File: config.mk
export PLATFORM = sky130hd
export DESIGN_NAME = mult_seq
export DESIGN_NICKNAME = d
export VERILOG_FILES = /design/src/rtl/mult_seq.sv
export SDC_FILE = /design/constraint.sdc
export NUM_CORES = 1
export LEC_CHECK = 0
export ABC_AREA = 1
export BUFFER_PORTS_ARGS = -buffer_cell sky130_fd_sc_hd__buf_2
export CAP_MARGIN = 20
export CORE_UTILIZATION = 40
export DETAILED_ROUTE_END_ITERATION = 10
export GPL_TIMING_DRIVEN = 0
export PLACE_DENSITY_LB_ADDON = 0.12
export SETUP_SLACK_MARGIN = 0.4
export SYNTH_ARGS = -nofsm -noshare
export SYNTH_HDL_FRONTEND = slang
export SYNTH_SLANG_ARGS = --single-unit
File: constraint.sdc
create_clock -name CLK -period 3.8 [get_ports CLK]
set_input_delay 0.38 -clock CLK [delete_from_list [all_inputs] [get_ports CLK]]
set_output_delay 0.38 -clock CLK [all_outputs]
set_load 0.005 [all_outputs]
File: src/rtl/mult_seq.sv
// -----------------------------------------------------------------------------
// mult_seq -- sequential shift-and-add unsigned multiplier
//
// Computes P = A * B one multiplier bit at a time, MSB first. Uses the same
// start/idle/finish handshake, zero-operand shortcut and bit iteration order as
// the restoring-division unit, so both can sit behind one issue path.
//
// A top FSM sequences the job: IDLE -> CHECK -> CALC -> FINI -> IDLE.
// While in CALC, an inner FSM walks each multiplier bit:
//   SHIFT -> TEST -> [ADD] -> NEXT
// A set bit costs 4 cycles and a clear bit costs 3.
//
// Ports
//   CLK     in   1         clock, all state updates on the rising edge
//   reset   in   1         synchronous, active-high reset
//   start   in   1         job request, sampled only in IDLE
//   A       in   WIDTH     multiplicand, captured when start is accepted
//   B       in   WIDTH     multiplier, captured when start is accepted
//   P       out  2*WIDTH   product register, updated on the edge entering FINI
//   idle    out  1         high only in IDLE
//   finish  out  1         high only in FINI (one cycle per job)
// -----------------------------------------------------------------------------
module mult_seq #(
  parameter int WIDTH = 8
) (
  input  logic                 CLK,
  input  logic                 reset,
  input  logic                 start,
  input  logic [WIDTH-1:0]     A,
  input  logic [WIDTH-1:0]     B,
  output logic [2*WIDTH-1:0]   P,
  output logic                 idle,
  output logic                 finish
);

  localparam int              IW     = $clog2(WIDTH);
  localparam logic [IW-1:0]   I_LAST = IW'(WIDTH - 1);

  typedef enum logic [1:0] {
    S_IDLE,
    S_CHECK,
    S_CALC,
    S_FINI
  } top_state_t;

  typedef enum logic [1:0] {
    C_SHIFT,
    C_TEST,
    C_ADD,
    C_NEXT
  } calc_state_t;

  top_state_t   state, state_nxt;
  calc_state_t  calc, calc_nxt;

  logic [WIDTH-1:0]   A_r;
  logic [WIDTH-1:0]   B_r;
  logic [2*WIDTH-1:0] acc;
  logic [IW-1:0]      i;

  // Datapath control strobes, decoded from the FSM state.
  logic ld_job;     // capture operands and clear the accumulator
  logic do_shift;   // acc <= acc << 1
  logic do_add;     // acc <= acc + A_r
  logic dec_i;      // advance to the next lower multiplier bit
  logic reload_i;   // restore the bit index for the next job
  logic ld_p;       // publish acc into the product register

  // ---------------------------------------------------------------------------
  // State registers
  // ---------------------------------------------------------------------------
  // NOTE: sequential state uses non-blocking assignments so every register
  // samples the pre-edge values of the others, independent of block order.
  always_ff @(posedge CLK) begin
    if (reset) begin
      state <= S_IDLE;
      calc  <= C_SHIFT;
    end else begin
      state <= state_nxt;
      calc  <= calc_nxt;
    end
  end

  // ---------------------------------------------------------------------------
  // Next-state and control decode
  // ---------------------------------------------------------------------------
  // NOTE: every signal driven here gets a default first; a path that left one
  // unassigned would make synthesis hold its old value with a latch.
  always_comb begin
    state_nxt = state;
    calc_nxt  = C_SHIFT;   // inner FSM parks in SHIFT outside CALC
    ld_job    = 1'b0;
    do_shift  = 1'b0;
    do_add    = 1'b0;
    dec_i     = 1'b0;
    reload_i  = 1'b0;
    ld_p      = 1'b0;

    unique case (state)
      S_IDLE: begin
        if (start) begin
          ld_job    = 1'b1;
          state_nxt = S_CHECK;
        end
      end

      S_CHECK: begin
        // A zero operand skips the bit loop. acc was cleared at issue, so
        // publishing it yields the zero product directly.
        if (A_r == '0 || B_r == '0) begin
          state_nxt = S_FINI;
          ld_p      = 1'b1;
        end else begin
          state_nxt = S_CALC;
        end
      end

      S_CALC: begin
        unique case (calc)
          C_SHIFT: begin
            do_shift = 1'b1;
            calc_nxt = C_TEST;
          end

          C_TEST: begin
            calc_nxt = B_r[i] ? C_ADD : C_NEXT;
          end

          C_ADD: begin
            do_add   = 1'b1;
            calc_nxt = C_NEXT;
          end

          C_NEXT: begin
            if (i == '0) begin
              state_nxt = S_FINI;
              ld_p      = 1'b1;
            end else begin
              dec_i    = 1'b1;
              calc_nxt = C_SHIFT;
            end
          end

          default: calc_nxt = C_SHIFT;
        endcase
      end

      S_FINI: begin
        reload_i  = 1'b1;
        state_nxt = S_IDLE;
      end

      default: state_nxt = S_IDLE;
    endcase
  end

  // ---------------------------------------------------------------------------
  // Datapath
  // ---------------------------------------------------------------------------
  // The strobes are mutually exclusive by construction, so the order of the
  // if statements below carries no priority meaning.
  always_ff @(posedge CLK) begin
    if (reset) begin
      A_r <= '0;
      B_r <= '0;
      acc <= '0;
      i   <= I_LAST;
      P   <= '0;
    end else begin
      if (ld_job) begin
        A_r <= A;
        B_r <= B;
        acc <= '0;
        i   <= I_LAST;
      end

      // MSB-first iteration: shift before each bit. The top bit never carries
      // data for in-range operands, so discarding it loses nothing.
      if (do_shift) begin
        acc <= {acc[2*WIDTH-2:0], 1'b0};
      end

      if (do_add) begin
        acc <= acc + {{WIDTH{1'b0}}, A_r};
      end

      if (dec_i) begin
        i <= i - IW'(1);
      end

      if (reload_i) begin
        i <= I_LAST;
      end

      // P changes only when a job completes and holds through the next job.
      if (ld_p) begin
        P <= acc;
      end
    end
  end

  // ---------------------------------------------------------------------------
  // Status outputs, decoded from registered state only
  // ---------------------------------------------------------------------------
  assign idle   = (state == S_IDLE);
  assign finish = (state == S_FINI);

endmodule
# ---- After elaboration in Yosys (flattened, before gate mapping)
# Cells that the tools add are included.
dict set report classes {
  reduce_logical 11
  addsub 2
  eq_ne 9
  bitwise_logic 1
  muxes 28
  n_lt_le_gt_ge 1
}
# op count
set ops {}
lappend ops {{16-bit 2-to-1 mux} 3}
lappend ops {{16-bit by 8-bit adder with 16-bit output} 1}
lappend ops {{8-bit logical NOT} 2}
lappend ops {{1-bit 2-to-1 mux} 16}
lappend ops {{2-bit one-hot mux with 4 select lines} 2}
lappend ops {{2-bit == test (second input constant)} 4}
lappend ops {{2-bit 2-to-1 mux} 3}
lappend ops {{3-bit 2-to-1 mux} 2}
lappend ops {{2-bit != test (second input constant)} 3}
lappend ops {{2-bit by 1-bit == test with 1-bit output (second input constant)} 2}
lappend ops {{2-bit logical NOT} 2}
lappend ops {{3-bit by 4-bit < comparator with 1-bit output (second input constant)} 1}
lappend ops {{2-bit OR reduction} 2}
lappend ops {{1-bit binary-select mux with 3-bit select} 1}
lappend ops {{3-bit logical NOT} 1}
lappend ops {{3-bit AND reduction} 1}
lappend ops {{3-bit nonzero test} 1}
lappend ops {{3-bit by 1-bit subtractor with 3-bit output (second input constant)} 1}
lappend ops {{1-bit one-hot mux with 2 select lines} 1}
lappend ops {{2-bit nonzero test} 1}
lappend ops {{1-bit logical OR} 1}
lappend ops {{1-bit NOT} 1}
dict set report word_totals {
  output_inout_bits 18
  input_bits 19
  register_bits 55
}

# ---- Longest topological paths before layout
dict set report depth {
  depth_word 5
  depth_mapped 12
}

# ---- Worst setup path after synthesis
# Ideal clock, no wire load.
dict set report synth_timing {
  kind {flip-flop to flip-flop}
  startpoint {reg A_r[0]}
  endpoint {reg acc[14]}
  path_slack_ps 2183
  path_stages_with_launch 12
  t_arrival_ps 1547
  cell_sequence {dfxtp_1 -> ha_1 -> fa_1 -> nand3_1 -> nand2_1 -> nand2_1 -> nand2_1 -> nand3_1 -> nand2_1 -> nand2_1 -> nand3_1 -> a21oi_1}
}
dict set report synth_between {
  elab_chain_cells 2
}
# element line
set synth_lines {}
lappend synth_lines {{start: declaration} 56} ;# logic [WIDTH-1:0] A_r;
lappend synth_lines {{start signal: assignment} 164} ;# A_r <= '0;
lappend synth_lines {{start signal: assignment} 171} ;# A_r <= A;
lappend synth_lines {{16-bit by 8-bit adder with 16-bit output} 184} ;# acc <= acc + {{WIDTH{1'b0}}, A_r};
lappend synth_lines {{16-bit 2-to-1 mux} 183} ;# if (do_add) begin
lappend synth_lines {{end signal: assignment} 180} ;# acc <= {acc[2*WIDTH-2:0], 1'b0};
lappend synth_lines {{end signal: assignment} 184}
lappend synth_lines {{end: declaration} 58} ;# logic [2*WIDTH-1:0] acc;
# No other way between the ends.
# A chain may end at the register's enable or synchronous reset.

# ---- Final worst setup path
dict set report layout_timing {
  startpoint {reg state[0]}
  endpoint {reg acc[9]}
}
dict set report layout_between {
  elab_chain_cells 4
  word_cells_on_any_way 8
}
# element line
set layout_lines {}
lappend layout_lines {{start: declaration} 53} ;# top_state_t state, state_nxt;
lappend layout_lines {{start signal: assignment} 79} ;# state <= state_nxt;
lappend layout_lines {{2-bit == test} 99} ;# unique case (state)
lappend layout_lines {{1-bit 2-to-1 mux} 99}
lappend layout_lines {{16-bit 2-to-1 mux} 179} ;# if (do_shift) begin
lappend layout_lines {{16-bit 2-to-1 mux} 183}
# Parallel ways exist; a longest one is shown, timed or not.

==> results.toml <==
[outcome]
status = "complete, no violations"

[global_routing]
grt.total_usage = 0.187
grt_max_degree = 17
gr-total-overflow = 0
grt_pass1_vias = 2571
antenna_found_initial = 0
grt_pass1_wl_mm = 12.3

[timing]
max_freq_ghz = 0.543
setup_tns_ns = 0
finalHoldViolCount = 0
slew_headroom = 0.565
rsz0062_at_grt = "false"
setup_violations = 0
drv_slew = 0
fin_crit_ns = 1.84
post-route-period-util = 0.485
worstMarginPinSlew_ns = 0.652
skew_ns = 0.00833

[synthesis]
synth.net_count = 475
synth-seq-cells = 55
async_flop_share = 0
ys.flop_type = "dfxtp_1"
synth_seq_area_share = 0.356
synth_edf_count = 0
avgSynthCellArea_um2 = 7.08
yosys_warnings = 0
syn_inst = 437
yosys.cell_types.count = 32
netlist_area_um2 = 3100

[route]
drt.antenna.violating_nets = 0
vias_per_cell = 4.86
drc = 0
num_vias = 2815
drt_first_iter_violations = 137
wl_per_cell_um = 12.2
dr.pass1.iters = 4
wl_mm = 7.06

[setup_path]
cp.required_ns = 4.00
arrival_ns = 2.04
critical_path.max_stage_delay_ns = 0.41
cp_slowest_cell = "dfxtp_1"
critPathTopFamily = "simple AND/OR/NAND/NOR gates"
path_cells = "inv_1 -> ha_1 -> nand2_2 -> inv_2 -> nor3_4 -> inv_2 -> o21ai_0 -> a21oi_1"
path_class = "reg2reg"
cp_max_fo = 8
worst_setup_path_end_kind = "flop"
critPathBufInv = 3
startpoint_type = "flop"
crit_path_frequent_cell = "inv_2"

[layout]
drive_above_1_share = 0.196
fill_cells = 805
nets = 517
area_delta_synth_final_pct = 12.4
fin_area_um2 = 3480
ff_latch_area_um2 = 1100
multi_input_area_um2 = 1710
n_antenna_cell = 0

[floorplan]
start_util = 0.420
die_x_um = 90.0
num_rows = 31
dieArea_um2 = 8090
die_y_um = 90.0
coreArea_um2 = 7370
io_pins = 37

[flow_run]
maxCapViolations = 0

[placed_design]
place.gp.congestion = 0.926
place_area_um2 = 3390
hpwl_mm = 5.56
io_buffers = 35

[clock_network]
cts_max_level = 2
ctsLongestPathBuffers = 2
cts.repair.resized = 0
postCtsSetupRepairBufs = 0
worstSkewPairLatency_ns = 0.31
cts.clk_slew.worst_paths_ns = 0.10
cts_tree = "done"
cts_buffers = 5
cts_hold_buf = 0
cts_root_buf = "clkbuf_8"
cts_sinks = 55

[pwr]
ir_drop_mv = 0.222
p_leak_nw = 1.60
power_density_nw_per_um2 = 486

[worst_hold_path]
min_path_type = "in2reg"
-- stage by stage --
stage	power, W	util	setup WS, ns	hold WS, ns	cells
after floorplan	0.00121	-	2.18	0.434	437
after global placement	0.00137	0.461	1.96	0.447	571
after detailed placement	0.00138	0.461	1.97	0.450	571
after CTS	0.00171	0.472	1.95	0.310	579
after global routing	0.00183	0.472	1.70	0.346	579
final	0.00169	0.472	1.96	0.315	579
-- synthesized netlist by cell type (2+ instances only) --
master | number | area, um^2
a21oi_1 | 34 | 170
a21oi_2 | 10 | 87.6
a31oi_1 | 7 | 43.8
buf_2 | 5 | 25.0
buf_6 | 2 | 22.5
clkbuf_1 | 6 | 22.5
dfxtp_1 | 55 | 1100
ha_1 | 18 | 225
inv_1 | 40 | 150
inv_2 | 11 | 41.3
nand2_1 | 94 | 353
nand2_2 | 14 | 87.6
nand3_1 | 44 | 220
nand4_1 | 4 | 25.0
nor2_1 | 35 | 131
nor3_1 | 2 | 10.0
nor3_2 | 3 | 30.0
o211ai_1 | 3 | 22.5
o21ai_0 | 34 | 170
or2_2 | 2 | 12.5
xor2_1 | 3 | 26.3
-- flip-flops by register name (all words and copies together), names as in the netlist --
register  count
B_r           8
i             3
P            16
A_r           8
calc          2
state         2
acc          16
-- placed cells by master, fill, tap and decap left out, drive strengths merged, types with 2 or more instances in the layout --
cell type  count
nor2          35
inv           51
o211ai         3
a31oi          7
nand4          4
nand2        109
xor2           3
clkbuf        12
or2            2
ha            18
dfxtp         55
o21ai         36
nand3         44
a21oi         44
buf           45
nor3           6
-- metal layers --
metal / part of all wire / routed length, um / up-vias / global-route usage
li1: - / - / 1518 / -
met1: 0.50 / 3510 / 1228 / 0.252
met2: 0.45 / 3160 / 63 / 0.312
met3: 0.046 / 324 / 6 / 0.0338
met4: 0.0089 / 63 / 0 / 0.0417
met5: 0 / 0 / - / 0
-- tightest hold or removal path, stage by stage --
cell	delay, ns
buf_2	0.07
o21ai_0	0.07
nor2_1	0.07
-- kinds of logic after synthesis --
family / Yosys count / synth area share
buf+inv: 67 / 0.0930
simple gates: 201 / 0.292
compound gates: 92 / 0.171
fa+ha+maj: 19 / 0.0792
flops: 55 / 0.356
xor+xnor: 3 / 0.00849
-- final timing paths --
check / from / cells past startpoint / to / slack, ns
setup / recovery: state[0] / 8 / acc[9] / 1.96
hold / removal: A[7] / 3 / A_r[7] / 0.32
setup reg to reg: state[0] / 8 / acc[9] / 1.96
hold reg to reg: P[5] / 2 / P[5] / 0.46
-- layout make-up --
class                           count  area share
Timing Repair Buffer               35      0.0503
Tap cell                           99      0.0356
Inverter                           51      0.0550
Sequential cell                    55       0.316
Clock buffer                        6      0.0209
Clock inverter                      2     0.00360
Multi-Input combinational cell    315       0.490
Buffer                             16      0.0277
-- report_power, final --
group | switching (W) | internal (W)
Combinational | 0.000378 | 0.000214
Clock | 0.000194 | 0.000130
Sequential | 0.000110 | 0.000666
Total | 0.000682 | 0.00101
Note: power is estimated with default switching activity, not from simulation.
